### src/rtl/br_cam_table.sv
// BrLite broadcast packet table: filters duplicate {producer,id} keys and replays
// each stored packet once per requested output port, retiring entries by CLEAR or ageing.
package br_cam_pkg;
   typedef enum logic [1:0] {
      BR_SVC_ALL   = 2'd0,
      BR_SVC_TGT   = 2'd1,
      BR_SVC_MON   = 2'd2,
      BR_SVC_CLEAR = 2'd3
   } br_svc_t;
endpackage

module br_cam_table
   import br_cam_pkg::*;
#(
   parameter int unsigned CAM_SIZE   = 8,
   parameter int unsigned NPORT      = 5,
   parameter int unsigned PAYLOAD_W  = 32,
   parameter int unsigned PRODUCER_W = 16,
   parameter int unsigned ID_W       = 5,
   parameter int unsigned AGE_MAX    = 255,
   localparam int unsigned PORT_W    = (NPORT > 1) ? $clog2(NPORT) : 1,
   localparam int unsigned OCC_W     = $clog2(CAM_SIZE + 1)
) (
   input  logic                  clk_i,
   input  logic                  rst_i,
   input  logic                  in_valid_i,
   output logic                  in_ready_o,
   input  br_svc_t               in_svc_i,
   input  logic [PRODUCER_W-1:0] in_producer_i,
   input  logic [ID_W-1:0]       in_id_i,
   input  logic [PAYLOAD_W-1:0]  in_payload_i,
   input  logic [NPORT-1:0]      in_fwd_mask_i,
   output logic                  out_valid_o,
   input  logic                  out_ready_i,
   output logic [PORT_W-1:0]     out_port_o,
   output br_svc_t               out_svc_o,
   output logic [PRODUCER_W-1:0] out_producer_o,
   output logic [ID_W-1:0]       out_id_o,
   output logic [PAYLOAD_W-1:0]  out_payload_o,
   output logic                  dup_o,
   output logic                  full_o,
   output logic [OCC_W-1:0]      occupancy_o
);
   localparam int unsigned IDX_W = $clog2(CAM_SIZE);
   localparam int unsigned AGE_W = $clog2(AGE_MAX + 1);

   logic [CAM_SIZE-1:0]   valid;
   logic [CAM_SIZE-1:0]   clr;
   br_svc_t               svc      [CAM_SIZE];
   logic [PRODUCER_W-1:0] producer [CAM_SIZE];
   logic [ID_W-1:0]       id       [CAM_SIZE];
   logic [PAYLOAD_W-1:0]  payload  [CAM_SIZE];
   logic [NPORT-1:0]      pending  [CAM_SIZE];
   logic [AGE_W-1:0]      age      [CAM_SIZE];
   logic [IDX_W-1:0]      rr_ptr;
   logic [IDX_W-1:0]      out_idx;

   logic                  accept, hs, load;
   logic                  hit_any, free_any, do_alloc, do_replace, do_dup;
   logic [IDX_W-1:0]      hit_idx, free_idx;
   logic [NPORT-1:0]      hs_bit;
   logic                  sel_found, port_found;
   logic [IDX_W-1:0]      sel_idx, scan_idx;
   logic [NPORT-1:0]      sel_pend, cand;
   logic [PORT_W-1:0]     sel_port;
   int unsigned           scan;
   logic [OCC_W-1:0]      occ;

   assign full_o      = &valid;
   assign occupancy_o = occ;
   assign in_ready_o  = ~full_o & ~rst_i;
   assign accept      = in_valid_i & in_ready_o;
   assign hs          = out_valid_o & out_ready_i;
   assign load        = ~out_valid_o | out_ready_i;
   assign hs_bit      = hs ? (NPORT'(1) << out_port_o) : '0;

   always_comb begin
      occ = '0;
      for (int unsigned i = 0; i < CAM_SIZE; i++) begin
         occ = occ + OCC_W'(valid[i]);
      end
   end

   always_comb begin
      hit_any  = 1'b0;
      hit_idx  = '0;
      free_any = 1'b0;
      free_idx = '0;
      for (int unsigned i = 0; i < CAM_SIZE; i++) begin
         if (valid[i] && producer[i] == in_producer_i && id[i] == in_id_i) begin
            hit_any = 1'b1;
            hit_idx = IDX_W'(i);
         end
         if (!valid[i] && !free_any) begin
            free_any = 1'b1;
            free_idx = IDX_W'(i);
         end
      end
   end

   assign do_alloc   = accept & ~hit_any & (in_svc_i != BR_SVC_CLEAR) & free_any;
   assign do_replace = accept & hit_any & (in_svc_i == BR_SVC_CLEAR) & (svc[hit_idx] != BR_SVC_CLEAR);
   assign do_dup     = accept & hit_any & ~do_replace;

   // Round-robin scan from rr_ptr; the (entry,port) finishing its handshake is masked out.
   always_comb begin
      sel_found = 1'b0;
      sel_idx   = '0;
      sel_pend  = '0;
      scan      = 0;
      scan_idx  = '0;
      cand      = '0;
      for (int unsigned k = 0; k < CAM_SIZE; k++) begin
         scan = k + 32'(rr_ptr);
         if (scan >= CAM_SIZE) scan = scan - CAM_SIZE;
         scan_idx = IDX_W'(scan);
         cand = pending[scan_idx];
         if (scan_idx == out_idx) cand = cand & ~hs_bit;
         if (!sel_found && valid[scan_idx] && cand != '0) begin
            sel_found = 1'b1;
            sel_idx   = scan_idx;
            sel_pend  = cand;
         end
      end
   end

   always_comb begin
      sel_port   = '0;
      port_found = 1'b0;
      for (int unsigned p = 0; p < NPORT; p++) begin
         if (sel_pend[p] && !port_found) begin
            port_found = 1'b1;
            sel_port   = PORT_W'(p);
         end
      end
   end

   // An insert write to an entry takes priority over its handshake clear and over retirement.
   always_ff @(posedge clk_i) begin
      if (rst_i) begin
         valid <= '0;
         clr   <= '0;
         for (int unsigned i = 0; i < CAM_SIZE; i++) begin
            svc[i]      <= BR_SVC_ALL;
            producer[i] <= '0;
            id[i]       <= '0;
            payload[i]  <= '0;
            pending[i]  <= '0;
            age[i]      <= '0;
         end
      end else begin
         for (int unsigned i = 0; i < CAM_SIZE; i++) begin
            if (do_alloc && free_idx == IDX_W'(i)) begin
               valid[i]    <= 1'b1;
               svc[i]      <= in_svc_i;
               producer[i] <= in_producer_i;
               id[i]       <= in_id_i;
               payload[i]  <= in_payload_i;
               pending[i]  <= in_fwd_mask_i;
               clr[i]      <= 1'b0;
               age[i]      <= '0;
            end else if (do_replace && hit_idx == IDX_W'(i)) begin
               svc[i]     <= BR_SVC_CLEAR;
               pending[i] <= in_fwd_mask_i;
               clr[i]     <= 1'b1;
               age[i]     <= '0;
            end else if (valid[i]) begin
               if (pending[i] == '0) begin
                  if (clr[i] || age[i] == AGE_W'(AGE_MAX)) begin
                     valid[i] <= 1'b0;
                     clr[i]   <= 1'b0;
                     age[i]   <= '0;
                  end else begin
                     age[i] <= age[i] + 1'b1;
                  end
               end else if (out_idx == IDX_W'(i)) begin
                  pending[i] <= pending[i] & ~hs_bit;
               end
            end
         end
      end
   end

   always_ff @(posedge clk_i) begin
      if (rst_i) begin
         out_valid_o    <= 1'b0;
         out_port_o     <= '0;
         out_svc_o      <= BR_SVC_ALL;
         out_producer_o <= '0;
         out_id_o       <= '0;
         out_payload_o  <= '0;
         out_idx        <= '0;
         rr_ptr         <= '0;
         dup_o          <= 1'b0;
      end else begin
         dup_o <= do_dup;
         if (load) begin
            out_valid_o <= sel_found;
            if (sel_found) begin
               out_idx        <= sel_idx;
               out_port_o     <= sel_port;
               out_svc_o      <= svc[sel_idx];
               out_producer_o <= producer[sel_idx];
               out_id_o       <= id[sel_idx];
               out_payload_o  <= payload[sel_idx];
               rr_ptr         <= (sel_idx == IDX_W'(CAM_SIZE - 1)) ? '0 : sel_idx + 1'b1;
            end
         end
      end
   end

endmodule

### config.mk
export PLATFORM = sky130hd
export DESIGN_NAME = br_cam_table
export DESIGN_NICKNAME = d
export VERILOG_FILES = /design/src/rtl/br_cam_table.sv
export SDC_FILE = /design/constraint.sdc
export NUM_CORES = 1
export LEC_CHECK = 0
export CAP_MARGIN = 20
export CORE_ASPECT_RATIO = 0.6
export CORE_UTILIZATION = 50
export CTS_CLUSTER_DIAMETER = 30
export DETAILED_ROUTE_END_ITERATION = 6
export GPL_TIMING_DRIVEN = 0
export PLACE_DENSITY_LB_ADDON = 0.3
export SLEW_MARGIN = 20
export SYNTH_ARGS = -nofsm -noshare
export SYNTH_HDL_FRONTEND = slang
export SYNTH_SLANG_ARGS = --single-unit
### constraint.sdc
create_clock -name clk_i -period 6.9 [get_ports clk_i]
set_input_delay 1.725 -clock clk_i [delete_from_list [all_inputs] [get_ports clk_i]]
set_output_delay 1.725 -clock clk_i [all_outputs]
set_load 0.02 [all_outputs]
Word level (Yosys, flattened, before mapping)
Memory sizes are Yosys's and may differ from the RTL's. A register that Yosys moved wholly into a read port is not among the register bits.
Cells that the tools add are included.
{"block": "word_totals", "reg_bits": 27, "latch_bits": 0, "mem_bits_rw": 544, "romBits": 0, "in_bits": 64, "elab_cells": 902, "memories": 6}
{"memory": "payload", "words": 8, "width": 32, "rd": 1, "rd_ports_with_merged_regs": 1, "wr": 8, "line": "52", "text": "logic [PAYLOAD_W-1:0] payload [CAM_SIZE];"}
{"memory": "producer", "words": 8, "width": 16, "rd": 9, "rd_ports_with_merged_regs": 1, "wr": 8, "line": "50", "text": "logic [PRODUCER_W-1:0] producer [CAM_SIZE];"}
{"memory": "age", "words": 8, "width": 8, "rd": 8, "rd_ports_with_merged_regs": 0, "wr": 8, "line": "54", "text": "logic [AGE_W-1:0] age [CAM_SIZE];"}
{"memory": "id", "words": 8, "width": 5, "rd": 9, "rd_ports_with_merged_regs": 1, "wr": 8, "line": "51", "text": "logic [ID_W-1:0] id [CAM_SIZE];"}
{"memory": "pending", "words": 8, "width": 5, "rd": 16, "rd_ports_with_merged_regs": 0, "wr": 8, "line": "53", "text": "logic [NPORT-1:0] pending [CAM_SIZE];"}
{"memory": "svc", "words": 8, "width": 2, "rd": 2, "rd_ports_with_merged_regs": 1, "wr": 8, "line": "49", "text": "br_svc_t svc [CAM_SIZE];"}
{"block": "classes", "n_addsub": 31, "multipliers": 0, "div_mod_pow": 0, "magnitude_cmp": 16, "n_eq_ne": 65, "n_shift": 1, "mux": 482, "n_bitwise": 129, "reduce_logical": 151}
{"cell": "2-to-1 mux 1 bit", "count": 329}
{"cell": "2-to-1 mux 32 bit", "count": 8}
{"cell": "2-to-1 mux 8 bit", "count": 32}
{"cell": "2-to-1 mux 5 bit", "count": 49}
{"cell": "equality test 16 bit", "count": 8}
{"cell": "2-to-1 mux 16 bit", "count": 8}
{"cell": "bitwise OR 1 bit", "count": 97}
{"cell": "2-to-1 mux 3 bit", "count": 32}
{"cell": "AND 5 bit", "count": 16}
{"cell": "adder 8 x 1 -> 8 bit (second input constant)", "count": 8}
{"cell": "equality test 8 bit (second input constant)", "count": 8}
{"cell": "logical AND 1 bit", "count": 58}
{"cell": "nonzero test 2 bit", "count": 24}
{"cell": "equality test 5 bit", "count": 8}
{"cell": "zero test 5 bit", "count": 8}
{"cell": "nonzero test 5 bit", "count": 8}
{"cell": "equality test 3 bit (second input constant)", "count": 13}
{"cell": "less-than comparator 3 x 4 -> 1 bit (second input constant)", "count": 8}
{"cell": "2-to-1 mux 2 bit", "count": 16}
{"cell": "greater-or-equal comparator 4 bit (second input constant)", "count": 7}
{"cell": "binary-select mux 1 bit (select 3 bit)", "count": 8}
{"cell": "equality test 3 bit", "count": 8}
{"cell": "zero test 1 bit", "count": 24}
{"cell": "AND reduction 3 bit", "count": 8}
{"cell": "other kinds (23)", "count": 82}

Longest topological paths before layout
Gate-level depths: netlist (run 1).
{"block": "logic_depth", "word_depth": 49, "ltp_mapped": 26, "depth_no_buf": 16}

Worst setup path after synthesis (run 1)
Ideal clock, no wire load.
{"block": "synth_path", "path_kind": "input-to-reg", "from": "input port in_producer_i[2]", "to": "memory pending[6][0], data pin", "t_arrival_ps": 7110, "t_required_ps": 6760, "path_slack_ps": -350, "path_stages": 12, "path_buffers": 1, "path_cell_list": "clkbuf_1 > xor2_1 > nor4_1 > nand4_1 > nor4_1 > nor4b_1 > nand4_1 > o21ai_1 > nor2_1 > nand2_1 > mux2_2 > nor2_1"}
{"item": "from (decl)", "line": "29", "text": "input logic [PRODUCER_W-1:0] in_producer_i,"}
{"item": "to (decl)", "line": "53"}

==> results of run 1 <==
cells by family after synthesis:
group	count (synthesis)	share of synthesized area
xor gates and xnor gates	228	0.06037
adders and majority gates	22	0.008774
and+or+nand+nor	1021	0.1375
buffers and inverters	387	0.04811
AOI/OAI and AO/OA	443	0.1014
DFF	629	0.5184
muxes	369	0.1254
state kept, by name, summed over array words and instances, names as in the netlist, named ones only:
| name | cells |
|---|---|
| producer | 128 |
| out_idx | 3 |
| svc | 16 |
| rr_ptr | 3 |
| clr | 8 |
| pending | 40 |
| age | 64 |
| out_id_o | 5 |
| valid | 8 |
| dup_o | 1 |
| id | 40 |
| out_valid_o | 1 |
| out_payload_o | 32 |
| out_producer_o | 16 |
| payload | 256 |
| out_port_o | 3 |
| out_svc_o | 2 |
layer usage:
| layer | global-route usage | vias to the layer above | wire [um] |
|---|---|---|---|
| li1 | - | 11940 | - |
| met1 | 0.6091 | 14436 | 61470 |
| met2 | 0.4948 | 2218 | 52160 |
| met3 | 0.1806 | 226 | 24720 |
| met4 | 0.08434 | 12 | 2797 |
| met5 | 0.02153 | - | 262 |
cell usage after synthesis, drive strengths merged, types with 58 or more instances:
master	instances	area share
xnor2	131	0.034
nand2	176	0.019
mux2	76	0.025
inv	156	0.017
dfxtp	85	0.049
mux2i	247	0.071
nand3	68	0.0098
clkbuf	126	0.014
xor2	95	0.025
edfxtp	544	0.47
o211ai	63	0.014
buf	103	0.017
o221ai	58	0.015
and3	70	0.013
nor2	478	0.052
layout make-up:
cell class                 count  area [um^2]
antenna                        7        17.52
buffer                       227         1099
clock buffer                 129         2798
clock inverter                66        985.9
fill                        5521        27140
inverter                     158        596.8
multi-input combinational   2083        15230
sequential                   629        18040
tap                          912         1141
timing repair buffer         124         1376
power breakdown:
group	switching, W	internal (W)
logic	0.00385	0.00212
clock network	0.00199	0.00362
registers	0.000287	0.00451
total	0.00613	0.0103
through the flow:
step | area (um^2) | cells | setup slack, ps | power (W)
global route | 41270 | 4330 | 78.00 | 0.01671
finish | 41280 | 4335 | -77.62 | 0.01638
detailed placement | 37340 | 4129 | -1200 | 0.01048
CTS | 41150 | 4323 | 49.44 | 0.01604
floorplan | 34800 | 3099 | 582.8 | 0.008193
global placement | 37020 | 4119 | -3227 | 0.01041
what timing repair did:
item,4_1_cts,5_1_grt
gates cloned,0,0
gates resized for setup,6,25
setup endpoints to repair,143,111
pin swaps,0,3
setup buffers,0,6
worst paths after layout:
path | from | to | slack, ps | cells after the start
max | in_producer_i[12] | producer[2][14]$_SDFFCE_PN0P_ | -80 | 12
min | clr[6]$_SDFFE_PP0P_ | clr[6]$_SDFFE_PP0P_ | 470 | 2
max reg2reg | rr_ptr[0]$_SDFFE_PP0P_ | rr_ptr[0]$_SDFFE_PP0P_ | 210 | 24
min reg2reg | clr[6]$_SDFFE_PP0P_ | clr[6]$_SDFFE_PP0P_ | 470 | 2
worst max-delay path, delay by kind of cell:
family | cells | cell delay [ps]
xor+xnor | 1 | 290
buf+inv | 4 | 2540
simple gates | 7 | 2760
==> run summary, run 1 <==
Outcome = finished, violations left
Failing checks = design-rule violations, negative setup slack
Crit. End Element = register
Most used cell, CP = clkbuf_1
Hold violation total from the final report = 0
WL/cell = 32.62 um
Critical path startpoint category = primary input
Crit-path max FO = 10
Final period util = 1.011
Nets = 3413
# DRC = 21
Syn Std Cell Area = 34800 um^2
Ys async rst share = 0
Grt ovf = 0
Min Tclk post-route = 6978 ps
Leakage = 16.20 nW
Register area share after synthesis = 0.5184
Post-Syn Instances = 3099
Clock-pin slew on the worst setup and hold paths = 50 ps
Die height = 206.3 um
Setup TNS = -350.7 ps
Hold_buf cts = 0
Critical Path Max Stage Delay = 910 ps
First-pass GRT wire length = 197600 um
CTS tree = done
Final WL = 141400 um
Chip Width = 342.6 um
CTS H-tree lvls = 3
Detail Placement HPWL = 104600 um
EDFF count, synth = 544
RSZ-0062 raised after global routing = no
Final Slew Violations = 0
Initial DRC Count = 4616
Post-DRT Antenna Nets = 0
Worst setup margin = -77.62 ps
Gp weighted congestion = 1.073
Required time of the critical path = 7280 ps
Vias in the first global route = 26820
Syn_nets = 3185
Clock skew = 38.06 ps
Starting Density = 0.5086
Clock Sinks = 629
Final core occ = 0.6033
Crit-path cells = clkbuf_1 > xor2_1 > nor4_1 > nand4_1 > nor4_2 > nor4b_1 > and4b_1 > clkbuf_1 > nand3b_1 > clkbuf_1 > buf_1 > nor2_1
Critical Path AT = 7360 ps
Leading cell type in the layout, fill and taps excluded = edfxtp_1
Final setup viols = 9
Via density = 6.651
Pwr/cell area = 396.7 nW/um^2
Number of synthesis warnings = 0
Share of layout cells above drive strength 1 = 0.1320
Area delta synth->final = 18.63%
Worst Tran Pin Value = 1268 ps
Total number of vias = 28832
CTS Root Cell = clkbuf_16
Type of the worst setup path = primary input to register
DR pass1 iterations = 7
Hold Path Class = register to register
Io pins = 130
Port Buffers = 108
Flops & latches, synth = 629
CP max stage cell = buf_1
Most frequent cells in the layout = 544 x edfxtp_1, 476 x nor2_1, 246 x mux2i_1
Ys flop type = edfxtp_1
Fmax = 143.3 MHz
Yosys cell types = 96
Relative slew slack = 0.1544
Clock latency on the worst-skew pair = 680 ps
Worst IR Drop VDD = 0.2745 mV
Final hold slack = 473.7 ps
Maxcap violations = 0
Syn_area_per_cell = 11.23 um^2
CTS max path bufs = 3
Total core area = 68420 um^2
Total Routing Usage GR = 0.3975
Initial antenna violation count = 10
Rows = 74
Num CTS Buffers = 104
Die ar. = 70690 um^2
Largest net degree at the start of global routing = 41
(Power assumes the default switching activity.)
==> run 2, diff against run 1 <==
Settings changed: CELL_PAD_IN_SITES_DETAIL_PLACEMENT from default to 1, CELL_PAD_IN_SITES_GLOBAL_PLACEMENT from default to 1, CORE_UTILIZATION 50 to 45, TNS_END_PERCENT from default to 30.
==> run 2 against run 1 <==
- the flow finishes with violations (negative setup slack)
- non-clock buffer count is 2 higher
- global-route usage shrank 2.1 points
- largest power group unchanged
- clock skew rose by 8.5 ps
- sequential power about the same
==> run summary, run 2 (synthesis results as in run 1) <==
Outcome = finished, violations left
Failing checks = negative setup slack
Pwr/cell area = 394.5 nW/um^2 (-0.56%)
Total Routing Usage GR = 0.3767 (-0.02082)
CTS H-tree lvls = 3 (unchanged)
WL/cell = 33.77 um (+3.5%)
Finished layout cell area = 41280 um^2 (about the same)
Most used cell, CP = nand4_1
Via density = 6.608 (-0.65%)
Clock Sinks = 629 (unchanged)
First-pass GRT wire length = 211200 um (+6.9%)
Worst setup margin = -27.44 ps (+50.19 ps)
Fmax = 144.4 MHz (+0.72%)
Port Buffers = 108 (unchanged)
CTS max path bufs = 3 (unchanged)
Largest Register = payload
Detail Placement HPWL = 108400 um (+3.6%)
RSZ-0062 raised after global routing = yes
Critical path startpoint category = primary input
Critical Path Max Stage Delay = 710 ps (-200 ps)
Final period util = 1.004 (-0.007274)
Gp weighted congestion = 1.043 (-2.8%)
Required time of the critical path = 7430 ps (+150 ps)
Clock-pin slew on the worst setup and hold paths = 50 ps (about the same)
Hold violation total from the final report = 0 (unchanged)
Min Tclk post-route = 6927 ps (-50.19 ps)
Fillers = 7849 (+42%)
Grt ovf = 0 (unchanged)
Initial DRC Count = 4427 (-4.1%)
Leakage = 16.16 nW (-0.31%)
Num CTS Buffers = 105 (+0.96%)
Most frequent cells in the layout = 544 x edfxtp_1, 475 x nor2_1, 247 x mux2i_1
Starting Density = 0.4577 (-0.05085)
Share of layout cells above drive strength 1 = 0.1289 (-0.003078)
Crit-path max FO = 32 (+22)
Relative slew slack = 0.1738 (+0.01941)
Type of the worst setup path = primary input to register
Total core area = 76030 um^2 (+11%)
CTS Root Cell = clkbuf_16
Worst IR Drop VDD = 0.2169 mV (-21%)
Nets = 3416 (+0.088%)
Final Slew Violations = 0 (unchanged)
Crit. End Element = register
Post-DRT Antenna Nets = 0 (unchanged)
DR pass1 iterations = 5 (-2)
CTS tree = done
Die ar. = 78480 um^2 (+11%)
Die height = 217.4 um (+5.4%)
Worst Tran Pin Value = 1239 ps (-29.11 ps)
Max reg flops = 256 (unchanged)
Largest net degree at the start of global routing = 39 (-4.9%)
# DRC = 0 (-100%)
Io pins = 130 (unchanged)
Clock latency on the worst-skew pair = 710 ps (+30 ps)
Total number of vias = 29246 (+1.4%)
Final setup viols = 9 (unchanged)
Regs by FF count = payload x256, producer x128, age x64
Placed standard-cell area = 37490 um^2 (+0.39%)
Vias in the first global route = 28939 (+7.9%)
Leading cell type in the layout, fill and taps excluded = edfxtp_1
R2R setup slack = 80 ps (-130 ps)
Clock skew = 46.51 ps (+8.458 ps)
Crit-path cells = clkbuf_1 > xor2_1 > nor4_2 > nand4_1 > nor4_2 > nor4b_1 > nand4_1 > or2_2 > clkbuf_1 > nand2_4 > buf_12 > nor2b_2 > nand4_1 > nor2_1
CP max stage cell = nor4_2
Initial antenna violation count = 12 (+2)
Hold Path Class = register to register
Critical Path AT = 7460 ps (+100 ps)
Chip Width = 361.0 um (+5.4%)
Hold_buf cts = 0 (unchanged)
Final WL = 149500 um (+5.7%)
Power Total = 0.01628 W (-0.57%)
Area delta synth->final = 18.62% (about the same)
Maxcap violations = 0 (unchanged)
Rows = 78 (+5.4%)
run 2: cell count changes in the layout (fill, tap and decap cells not counted), moves of 4 or more:
cell / delta
buf_2: +5
bufinv_16: -6
clkbuf_1: +4
clkbuf_2: -4
clkinv_1: +8
clkinv_2: +6
clkinv_4: -8
run 2: path summary, 6_finish.rpt:
| check | from | depth (start not counted) | endpoint |
|---|---|---|---|
| worst max-delay path | in_producer_i[12] | 14 | age[1][4]$_SDFFCE_PN0P_ |
| worst min register to register | clr[6]$_SDFFE_PP0P_ | 2 | clr[6]$_SDFFE_PP0P_ |
| worst max register to register | rr_ptr[0]$_SDFFE_PP0P_ | 22 | rr_ptr[1]$_SDFFE_PP0P_ |
| worst min-delay path | clr[6]$_SDFFE_PP0P_ | 2 | clr[6]$_SDFFE_PP0P_ |
run 2: layer usage:
layer  vias up  routed length [um]  track usage
met4        14                2896      0.08553
li1      11931                   -            -
met3       250               23330       0.1621
met2      2002               58510       0.5000
met1     15049               64630       0.5567
met5         -                  90            0
run 2: final cells by class:
cell class | instances | area, um^2 | share of cell area
Antenna cell | 6 | 15.01 | 0.0003637
Buffer | 229 | 1096 | 0.02655
Clock buffer | 132 | 2863 | 0.06935
Clock inverter | 65 | 764.5 | 0.01852
Inverter | 158 | 596.8 | 0.01446
Multi-Input combinational cell | 2083 | 15230 | 0.3690
Sequential cell | 629 | 18040 | 0.4370
Tap cell | 1000 | 1251 | 0.03031
Timing Repair Buffer | 124 | 1424 | 0.03450
run 2: power by group:
part | switching, W | internal (W) | leakage [nW] | total [W]
registers | 0.000293 | 0.00451 | 6.25 | 0.00480
logic | 0.00392 | 0.00212 | 8.16 | 0.00604
clock network | 0.00201 | 0.00343 | 1.75 | 0.00544
run 2: critical path, delay by kind of cell:
family	cells	cell delay, ps
AND/OR/NAND/NOR	10	4310
buffers and inverters	3	1210
XOR/XNOR	1	170
run 2: through the flow:
stage	utilization	setup TNS, ps	setup slack (ps)	hold slack, ps	cells
after global routing	0.5428	-38.54	-21.41	497.1	4421
after floorplan	-	0	582.8	435.4	3099
after detailed placement	0.4931	-270760	-1314	465.2	4218
after global placement	0.4884	-1456280	-3176	451.7	4207
final	0.5429	-85.47	-27.44	464.8	4426
after CTS	0.5422	0	33.51	471.9	4419
run 2: repair_timing:
item	4_1_cts	5_1_grt
setup buffers	4	1
resized for setup	10	13
pin swaps	1	1
setup endpoints to repair	169	73
